<file path="src/rtl/sqr_shift_add_if.sv">
// Handshake and result bundle for the shift-add squarer.
interface sqr_shift_add_if #(
    parameter int DW = 16,
    parameter int CW = $clog2(DW) + 1
);
    logic            sync_clr;
    logic            start;
    logic [DW-1:0]   operand;
    logic            ready;
    logic            busy;
    logic            done;
    logic [2*DW-1:0] result;
    logic [CW-1:0]   iter;
    logic            flag_last;

    modport master (
        output sync_clr, start, operand,
        input  ready, busy, done, result, iter, flag_last
    );

    modport slave (
        input  sync_clr, start, operand,
        output ready, busy, done, result, iter, flag_last
    );
endinterface

</file>
<file path="src/rtl/sqr_shift_add.sv">
// Iterative unsigned squarer: one shift-add step per clock,
// DW steps per operand, result held until the next completion.
module sqr_shift_add #(
    parameter int DW = 16,
    parameter int CW = $clog2(DW) + 1
) (
    input logic            clk,
    input logic            rst,
    sqr_shift_add_if.slave bus
);
    localparam int PW = 2 * DW;

    typedef enum logic [1:0] {
        IDLE = 2'd0,
        RUN  = 2'd1,
        DONE = 2'd2
    } state_t;

    state_t          state_q, state_d;
    logic [CW-1:0]   iter_q, iter_d;
    logic [DW-1:0]   mcand_q, mcand_d;
    logic [DW-1:0]   mplier_q, mplier_d;
    logic [PW-1:0]   acc_q, acc_d;
    logic [PW-1:0]   result_q, result_d;
    logic            last;

    assign last = (iter_q == CW'(DW - 1));

    always_comb begin
        state_d  = state_q;
        iter_d   = iter_q;
        mcand_d  = mcand_q;
        mplier_d = mplier_q;
        acc_d    = acc_q;
        result_d = result_q;
        if (bus.sync_clr) begin
            state_d = IDLE;
            iter_d  = '0;
        end else begin
            unique case (state_q)
                IDLE: begin
                    if (bus.start) begin
                        mcand_d  = bus.operand;
                        mplier_d = bus.operand;
                        acc_d    = '0;
                        iter_d   = '0;
                        state_d  = RUN;
                    end
                end
                RUN: begin
                    if (mplier_q[0])
                        acc_d = acc_q + (PW'(mcand_q) << iter_q);
                    mplier_d = mplier_q >> 1;
                    if (last) begin
                        // final partial product folds straight into result
                        result_d = acc_d;
                        iter_d   = '0;
                        state_d  = DONE;
                    end else begin
                        iter_d = iter_q + CW'(1);
                    end
                end
                DONE: state_d = IDLE;
                default: state_d = IDLE;
            endcase
        end
    end

    always_ff @(posedge clk) begin
        if (rst) begin
            state_q  <= IDLE;
            iter_q   <= '0;
            mcand_q  <= '0;
            mplier_q <= '0;
            acc_q    <= '0;
            result_q <= '0;
        end else begin
            state_q  <= state_d;
            iter_q   <= iter_d;
            mcand_q  <= mcand_d;
            mplier_q <= mplier_d;
            acc_q    <= acc_d;
            result_q <= result_d;
        end
    end

    assign bus.ready     = (state_q == IDLE);
    assign bus.busy      = (state_q == RUN);
    assign bus.done      = (state_q == DONE);
    assign bus.result    = result_q;
    assign bus.iter      = iter_q;
    assign bus.flag_last = (state_q == RUN) && last;
endmodule
</file>
<file path="src/flat_wrapper.sv">
// flat-port wrapper written by rule: the top's interface ports become plain ports
module sqr_shift_add_flat 
#(
    parameter int DW = 16,
    parameter int CW = $clog2(DW) + 1
)
  (clk, rst, bus_sync_clr, bus_start, bus_operand, bus_ready, bus_busy, bus_done, bus_result, bus_iter, bus_flag_last);
  sqr_shift_add_if #(.DW(DW), .CW(CW)) bus_i ();
  input logic clk;
  input logic rst;
  input wire logic [$bits(bus_i.sync_clr)-1:0] bus_sync_clr;
  input wire logic [$bits(bus_i.start)-1:0] bus_start;
  input wire logic [$bits(bus_i.operand)-1:0] bus_operand;
  output wire logic [$bits(bus_i.ready)-1:0] bus_ready;
  output wire logic [$bits(bus_i.busy)-1:0] bus_busy;
  output wire logic [$bits(bus_i.done)-1:0] bus_done;
  output wire logic [$bits(bus_i.result)-1:0] bus_result;
  output wire logic [$bits(bus_i.iter)-1:0] bus_iter;
  output wire logic [$bits(bus_i.flag_last)-1:0] bus_flag_last;
  assign bus_i.sync_clr = bus_sync_clr;
  assign bus_i.start = bus_start;
  assign bus_i.operand = bus_operand;
  assign bus_ready = bus_i.ready;
  assign bus_busy = bus_i.busy;
  assign bus_done = bus_i.done;
  assign bus_result = bus_i.result;
  assign bus_iter = bus_i.iter;
  assign bus_flag_last = bus_i.flag_last;
  sqr_shift_add #(.DW(DW), .CW(CW)) u_core (.clk(clk), .rst(rst), .bus(bus_i));
endmodule
</file>
<file path="config.mk">
export PLATFORM = sky130hd
export DESIGN_NAME = sqr_shift_add_flat
export DESIGN_NICKNAME = d
export VERILOG_FILES = /design/src/rtl/sqr_shift_add_if.sv /design/src/rtl/sqr_shift_add.sv /design/src/flat_wrapper.sv
export SDC_FILE = /design/constraint.sdc
export NUM_CORES = 1
export LEC_CHECK = 0
export CAP_MARGIN = 20
export CORE_ASPECT_RATIO = 0.8
export CORE_UTILIZATION = 50
export CTS_BUF_LIST = sky130_fd_sc_hd__clkbuf_8
export CTS_CLUSTER_DIAMETER = 120
export DETAILED_ROUTE_END_ITERATION = 16
export HOLD_SLACK_MARGIN = 0.03
export PLACE_DENSITY = 0.8
export SYNTH_ARGS = -nofsm -noshare
export SYNTH_HDL_FRONTEND = slang
export SYNTH_SLANG_ARGS = --single-unit
</file>
<file path="constraint.sdc">
create_clock -name clk -period 8.8 [get_ports clk]
set_input_delay 2.2 -clock clk [delete_from_list [all_inputs] [get_ports clk]]
set_output_delay 2.2 -clock clk [all_outputs]
set_load 0.1 [all_outputs]
</file>
==> results of run 1 <==
==> worst max-delay path: stages, from the launching register on <==
cell	delay (ps)
dfxtp_1	990
ha_1	330
nand3_1	120
nand2b_1	260
nor2_1	210
clkdlybuf4s50_1	1180
==> per-layer routing <==
layer	vias up	track usage [%]	wire, um
met4	0	7.807	238
met5	-	0	0
met3	17	5.041	1268
met1	2870	40.53	8585
met2	202	38.49	7286
li1	3126	-	-
==> flip-flops by register name (all words and copies together) (netlist names) <==
name               count
u_core.mplier_q       16
u_core.mcand_q        16
u_core.state_q         2
u_core.bus.iter        5
u_core.acc_q          32
u_core.bus.result     32
==> cell families after synthesis <==
logic type	count (synthesis)	synth area share, %
AND/OR/NAND/NOR	307	20.19
AO/OA/AOI/OAI	270	26.35
flip-flops	103	31.42
buffers and inverters	66	3.966
multiplexers	43	7.931
adder cells (fa/ha/maj)	33	6.406
XOR/XNOR	28	3.737
==> cell usage in the layout, fill, tap and decap left out, types with 3 or more instances in the layout <==
cell,Yosys,final
nand2_1,125,125
nor2_1,107,105
dfxtp_1,103,103
a21oi_1,79,79
clkdlybuf4s50_1,0,59
o21ai_0,58,58
ha_1,32,32
mux2i_1,27,27
a211oi_1,22,22
xnor2_1,20,20
a21o_1,17,17
nor3_1,16,16
a311oi_1,15,15
o22ai_1,12,12
a22o_1,12,12
nand2b_1,10,10
nand3_1,10,10
inv_1,9,9
mux2_2,9,9
clkbuf_8,0,9
nor2b_1,8,8
o21ai_1,8,8
xor2_1,8,8
buf_4,1,8
nand4_1,7,7
o21bai_1,6,6
o21a_1,5,5
o31a_1,4,4
and2_1,4,4
a2111oi_0,4,4
or2_2,4,4
or3_1,3,3
mux4_2,3,3
a22oi_1,3,3
and4_1,3,3
a32oi_1,3,3
==> report_power, final <==
part	total [mW]	switching, mW	internal [mW]
combinational	0.102	0.0658	0.0360
clock	0.304	0.192	0.112
sequential	0.483	0.00794	0.475
==> area by class of cell <==
type	count	area, sq um	share of cell area [%]
multi-input combinational	681	4250	57.21
tap	175	219.0	2.947
clock inverter	7	77.57	1.044
inverter	11	41.29	0.5557
sequential	103	2062	27.75
clock buffer	9	123.9	1.667
timing repair buffer	68	655.6	8.825
==> synth_stat cells (3+ instances only) <==
| cell | count |
|---|---|
| or2_2 | 4 |
| nor3_1 | 16 |
| o21bai_1 | 6 |
| dfxtp_1 | 103 |
| mux2i_1 | 27 |
| a211oi_1 | 22 |
| a32oi_1 | 3 |
| a22o_1 | 12 |
| inv_1 | 9 |
| o21ai_1 | 8 |
| or3_1 | 3 |
| mux2_2 | 9 |
| nand3_1 | 10 |
| nand2b_1 | 10 |
| ha_1 | 32 |
| and2_1 | 4 |
| buf_1 | 6 |
| o21a_1 | 5 |
| a311oi_1 | 15 |
| o31a_1 | 4 |
| xor2_1 | 8 |
| a21oi_1 | 79 |
| nor2b_1 | 8 |
| nand4_1 | 7 |
| and4_1 | 3 |
| mux4_2 | 3 |
| o22ai_1 | 12 |
| nand2_1 | 125 |
| clkbuf_1 | 46 |
| nor2_1 | 107 |
| o21ai_0 | 58 |
| a22oi_1 | 3 |
| a21o_1 | 17 |
| a2111oi_0 | 4 |
| xnor2_1 | 20 |
==> final timing paths <==
path                            cells past startpoint  slack, ps                                 end                               start
worst min-delay path                                2        460  u_core.bus.result[27]$_SDFFE_PP0P_  u_core.bus.result[27]$_SDFFE_PP0P_
worst min register to register                      2        460  u_core.bus.result[27]$_SDFFE_PP0P_  u_core.bus.result[27]$_SDFFE_PP0P_
worst max-delay path                                5       3120                       bus_flag_last     u_core.bus.iter[0]$_SDFFE_PP0P_
worst max register to register                     14       3910  u_core.bus.result[29]$_SDFFE_PP0P_     u_core.bus.iter[0]$_SDFFE_PP0P_
==> flow_metrics.py, run 1 <==
metrics = {
    "synthesis": {
        "synth_top_cell_area_share_pct": 31.42,
        "syn_avg_cell_area_sq_um": 7.721,
        "yosysWarningCount": 0,
        "synth_flop_cell": "dfxtp_1",
        "yosysTopAreaCell": "dfxtp_1",
        "synth_cells": 850,
        "async_flop_share_pct": 0,
        "syn_area_sq_mm": 0.006563,
        "yosysSeqAreaShare_pct": 31.42,
        "synth.area.top_cells": "dfxtp_1, nand2_1, nor2_1",
        "synth_cell_types": 69,
        "synth-edff-count": 0,
        "ys_ff_latch": 103,
        "syn_nets": 903,
    },
    "route": {
        "drc": 0,
        "routedWlPerCell_um": 16.49,
        "drt_iter0_markers": 512,
        "ant_nets": 0,
        "viasPerCell": 5.897,
        "totalWireLength_mm": 17.38,
        "vias": 6215,
        "dr.pass1.iters": 6,
    },
    "die": {
        "start_util_pct": 51.18,
        "ios": 61,
        "fp.dieW_um": 130.1,
        "die_h_um": 104.5,
        "core_area_sq_mm": 0.01282,
        "dieArea_sq_mm": 0.01359,
        "rows": 37,
    },
    "cells_and_area": {
        "area_delta_synth_final_pct": 13.21,
        "utilization_pct": 57.94,
        "drive_gt1_share_pct": 5.575,
        "fin_cells": 1054,
        "final_nets": 927,
        "diodes": 0,
        "layout.cell_area.non_filler_sq_mm": 0.007430,
        "num-fill-cells": 1184,
    },
    "placed_design": {
        "globalplace.congestion": 0.9444,
        "dp.final_hpwl_mm": 12.60,
        "place_ws_ps": 3571,
        "place.port_buffers": 60,
        "post_dp_cell_area_sq_mm": 0.007228,
        "place_inst": 1038,
    },
    "outcome": {
        "status": "finished clean",
    },
    "sta": {
        "setup_ws_ps": 3116,
        "holdWs_ps": 464.6,
        "max_slew.worst_pin.slew_ps": 1096,
        "finalHoldViolCount": 0,
        "finalMaxSlewViolations": 0,
        "finalSetupViolCount": 0,
        "timing.final.crit_share_pct": 64.59,
        "slew_headroom_pct": 26.66,
        "timing.fmax_mhz": 175.9,
        "skew_ps": 11.38,
        "rsz0062_at_grt": "false",
        "setup_tns_ps": 0,
        "finalCriticalPeriod_ps": 5684,
    },
    "clock_tree": {
        "post_cts_resized": 0,
        "root_buffer": "clkbuf_8",
        "cts_buffers": 9,
        "post-cts-setup-buffers": 0,
        "clk_pin_slew_worst_paths_ps": 110,
        "clkLatencyLatePin_ps": 400,
        "cts-hold-fix-buffers": 0,
        "tritoncts": "done",
        "cts_buffer_depth": 2,
        "htree_levels": 3,
        "cts.sinks": 103,
    },
    "global_route": {
        "grt_max_degree": 69,
        "grt_remaining_overflow": 0,
        "antenna_found_initial": 0,
        "grt_pass1_vias": 5608,
        "grt_pass1_wl_mm": 28.77,
        "grt.total_usage_pct": 26.96,
    },
    "worst_setup_path": {
        "worstSetupStartpointType": "flip-flop",
        "cp.required_ps": 6600,
        "worstPathArrival_ps": 3480,
        "worstPathMaxFanout": 27,
        "crit_path_end_kind": "primary output",
        "path_class": "reg2out",
    },
    "power_and_ir_drop": {
        "vdd_drop_max_uv": 94.28,
        "p_leak_nw": 2.793,
        "p_per_area_mw_per_mm2": 119.6,
        "finalPower_mw": 0.8889,
    },
    "run": {
        "cap_violations": 0,
    },
    "worst_hold_path": {
        "hold_class": "reg2reg",
    },
}
Note: power is estimated with default switching activity, not from simulation.
==> run 2: changes to the inputs <==
Settings changed: PLACE_DENSITY 0.8 to 0.83.
Clock period 8.8 ns to 4.6 ns, I/O delays scaled along.
==> run 2 against run 1 <==
Worst hold slack better by 1.9 ps. Combinational power increased by 95%. Non-clock buffer count increased by 13. Sequential share of layout area is 0.18 points lower. Final area grew 1.1%.
==> flow_metrics.py, run 2 (synthesized netlist as in run 1, its figures left out) <==
metrics = {
    "route": {
        "drc": 0,
        "dr.pass1.iters": 5,
        "routedWlPerCell_um": 17.21,
        "vias": 6407,
        "viasPerCell": 6.005,
        "drt_iter0_markers": 471,
        "totalWireLength_mm": 18.37,
        "ant_nets": 0,
    },
    "worst_setup_path": {
        "cp.required_ps": 4840,
        "worstSetupStartpointType": "flip-flop",
        "path_class": "reg2reg",
        "r2r_start": "u_core.bus.iter[1]$_SDFFE_PP0P_",
        "worstPathArrival_ps": 4540,
        "cp-startpoint": "u_core.bus.iter[1]$_SDFFE_PP0P_",
        "worstPathMaxFanout": 13,
        "crit_path_end_kind": "flip-flop",
    },
    "cells_and_area": {
        "final_nets": 940,
        "drive_gt1_share_pct": 7.399,
        "layout_commonest_cell": "nand2_1",
        "diodes": 0,
        "num-fill-cells": 1239,
        "area_delta_synth_final_pct": 14.45,
        "final_cell_mix": "nand2_1, nor2_1, dfxtp_1, a21oi_1, o21ai_0",
        "layout.cell_area.non_filler_sq_mm": 0.007511,
    },
    "worst_hold_path": {
        "hold_path_startpoint": "u_core.acc_q[27]$_SDFFE_PP0P_",
        "hold_class": "reg2reg",
    },
    "clock_tree": {
        "clk_pin_slew_worst_paths_ps": 100,
        "htree_levels": 3,
        "root_buffer": "clkbuf_8",
        "clkLatencyLatePin_ps": 390,
        "cts_buffer_depth": 2,
        "cts.sinks": 103,
        "cts-hold-fix-buffers": 0,
        "tritoncts": "done",
        "cts_buffers": 9,
    },
    "sta": {
        "timing.final.crit_share_pct": 93.52,
        "finalMaxSlewViolations": 0,
        "setup_ws_ps": 297.9,
        "rsz0062_at_grt": "false",
        "slew_headroom_pct": 31.28,
        "finalCriticalPeriod_ps": 4302,
        "finalHoldViolCount": 0,
        "max_slew.worst_pin.slew_ps": 1028,
        "timing.fmax_mhz": 232.4,
        "skew_ps": 15.93,
        "finalSetupViolCount": 0,
        "setup_tns_ps": 0,
    },
    "power_and_ir_drop": {
        "p_per_area_mw_per_mm2": 222.5,
        "p_leak_nw": 2.860,
        "intPower_mw": 1.194,
        "netSwitchingPower_mw": 0.4771,
        "comb_power_share_pct": 11.9,
        "clockPowerShare_pct": 32.8,
        "vdd_drop_max_uv": 164.9,
        "p_sw_share_pct": 28.55,
        "seqPwrFrac_pct": 55.3,
    },
    "global_route": {
        "antenna_found_initial": 0,
        "grt_pass1_vias": 5904,
        "grt.total_usage_pct": 28.03,
        "grt_pass1_wl_mm": 30.02,
        "grt_remaining_overflow": 0,
        "grt_max_degree": 70,
    },
    "die": {
        "core_area_sq_mm": 0.01282,
        "fp.dieW_um": 130.1,
        "dieArea_sq_mm": 0.01359,
        "start_util_pct": 51.18,
        "rows": 37,
        "die_h_um": 104.5,
        "ios": 61,
    },
    "placed_design": {
        "place_ws_ps": 324.6,
        "dp.final_hpwl_mm": 13.36,
        "globalplace.congestion": 1.009,
        "post_dp_cell_area_sq_mm": 0.007316,
        "place.port_buffers": 60,
    },
    "outcome": {
        "status": "finished clean",
    },
    "run": {
        "cap_violations": 0,
    },
}
## run 2: cell count changes in the layout (fill, tap and decap cells not counted)
cell,delta
a2111oi_0,-1
a2111oi_1,+1
buf_4,+15
clkbuf_8,+1
clkdlybuf4s50_1,-2
clkinv_2,+1
clkinv_8,-2
dfxtp_1,-3
dfxtp_2,+1
dfxtp_4,+2
inv_1,+1
inv_8,-1
## run 2: area by class of cell
class	count	area (sq um)	share of cell area (%)
clock buffers	10	137.6	1.832
well taps	175	219.0	2.915
repair buffers	81	748.2	9.962
inverters	11	41.29	0.5497
multi-input cells	681	4252	56.61
flip-flops and latches	103	2071	27.57
clock inverters	6	42.54	0.5664
## run 2: power groups by stage
stage	combinational, mW	sequential, mW	clock (mW)
floorplan	0.134	0.942	0
global placement	0.194	0.944	0
detailed placement	0.196	0.945	0
CTS	0.197	0.924	0.561
global route	0.216	0.927	0.593
finish	0.199	0.924	0.548
## run 2: stage by stage
stage / hold WS [ps] / instances / utilization [%] / power [mW]
after global routing: 490.4 / 1067 / 58.57 / 1.736
final: 466.5 / 1067 / 58.57 / 1.671
after detailed placement: 451.6 / 1050 / 57.05 / 1.141
after global placement: 440.2 / 1050 / 57.05 / 1.138
after floorplan: 435.1 / 850 / - / 1.076
after CTS: 466.4 / 1066 / 58.45 / 1.682
## run 2: per-layer routing
metal | vias to the layer above | track usage [%] | wire (um)
li1 | 3140 | - | -
met1 | 3005 | 41.14 | 8952
met2 | 230 | 41.11 | 7781
met3 | 32 | 4.990 | 1273
met4 | 0 | 8.721 | 359
met5 | - | 0 | 0
## run 2: what timing repair did
item	in CTS	in global routing
buffers inserted	0	1
resized for setup	0	4
endpoints found under the setup margin	0	3
## run 2: critical path, cell delays in order (launching register included)
cell and delay (ps):
dfxtp_4 470, mux2_2 370, o21ai_0 290, mux2i_1 170, o21ai_0 300, nor2_1 120, ha_1 380, a21oi_1 200
o21ai_0 130, and2_1 170, a31o_2 280, o31a_1 330, nand2b_1 150, a21oi_1 190, xor2_1 110, a2111oi_0 490
## run 2: path summary, 6_finish.rpt
check                                            end  cells past startpoint  slack [ps]
setup reg to reg  u_core.bus.result[21]$_SDFFE_PP0P_                     15         300
hold reg to reg        u_core.acc_q[27]$_SDFFE_PP0P_                      2         470
hold / removal         u_core.acc_q[27]$_SDFFE_PP0P_                      2         470
setup / recovery  u_core.bus.result[21]$_SDFFE_PP0P_                     15         300
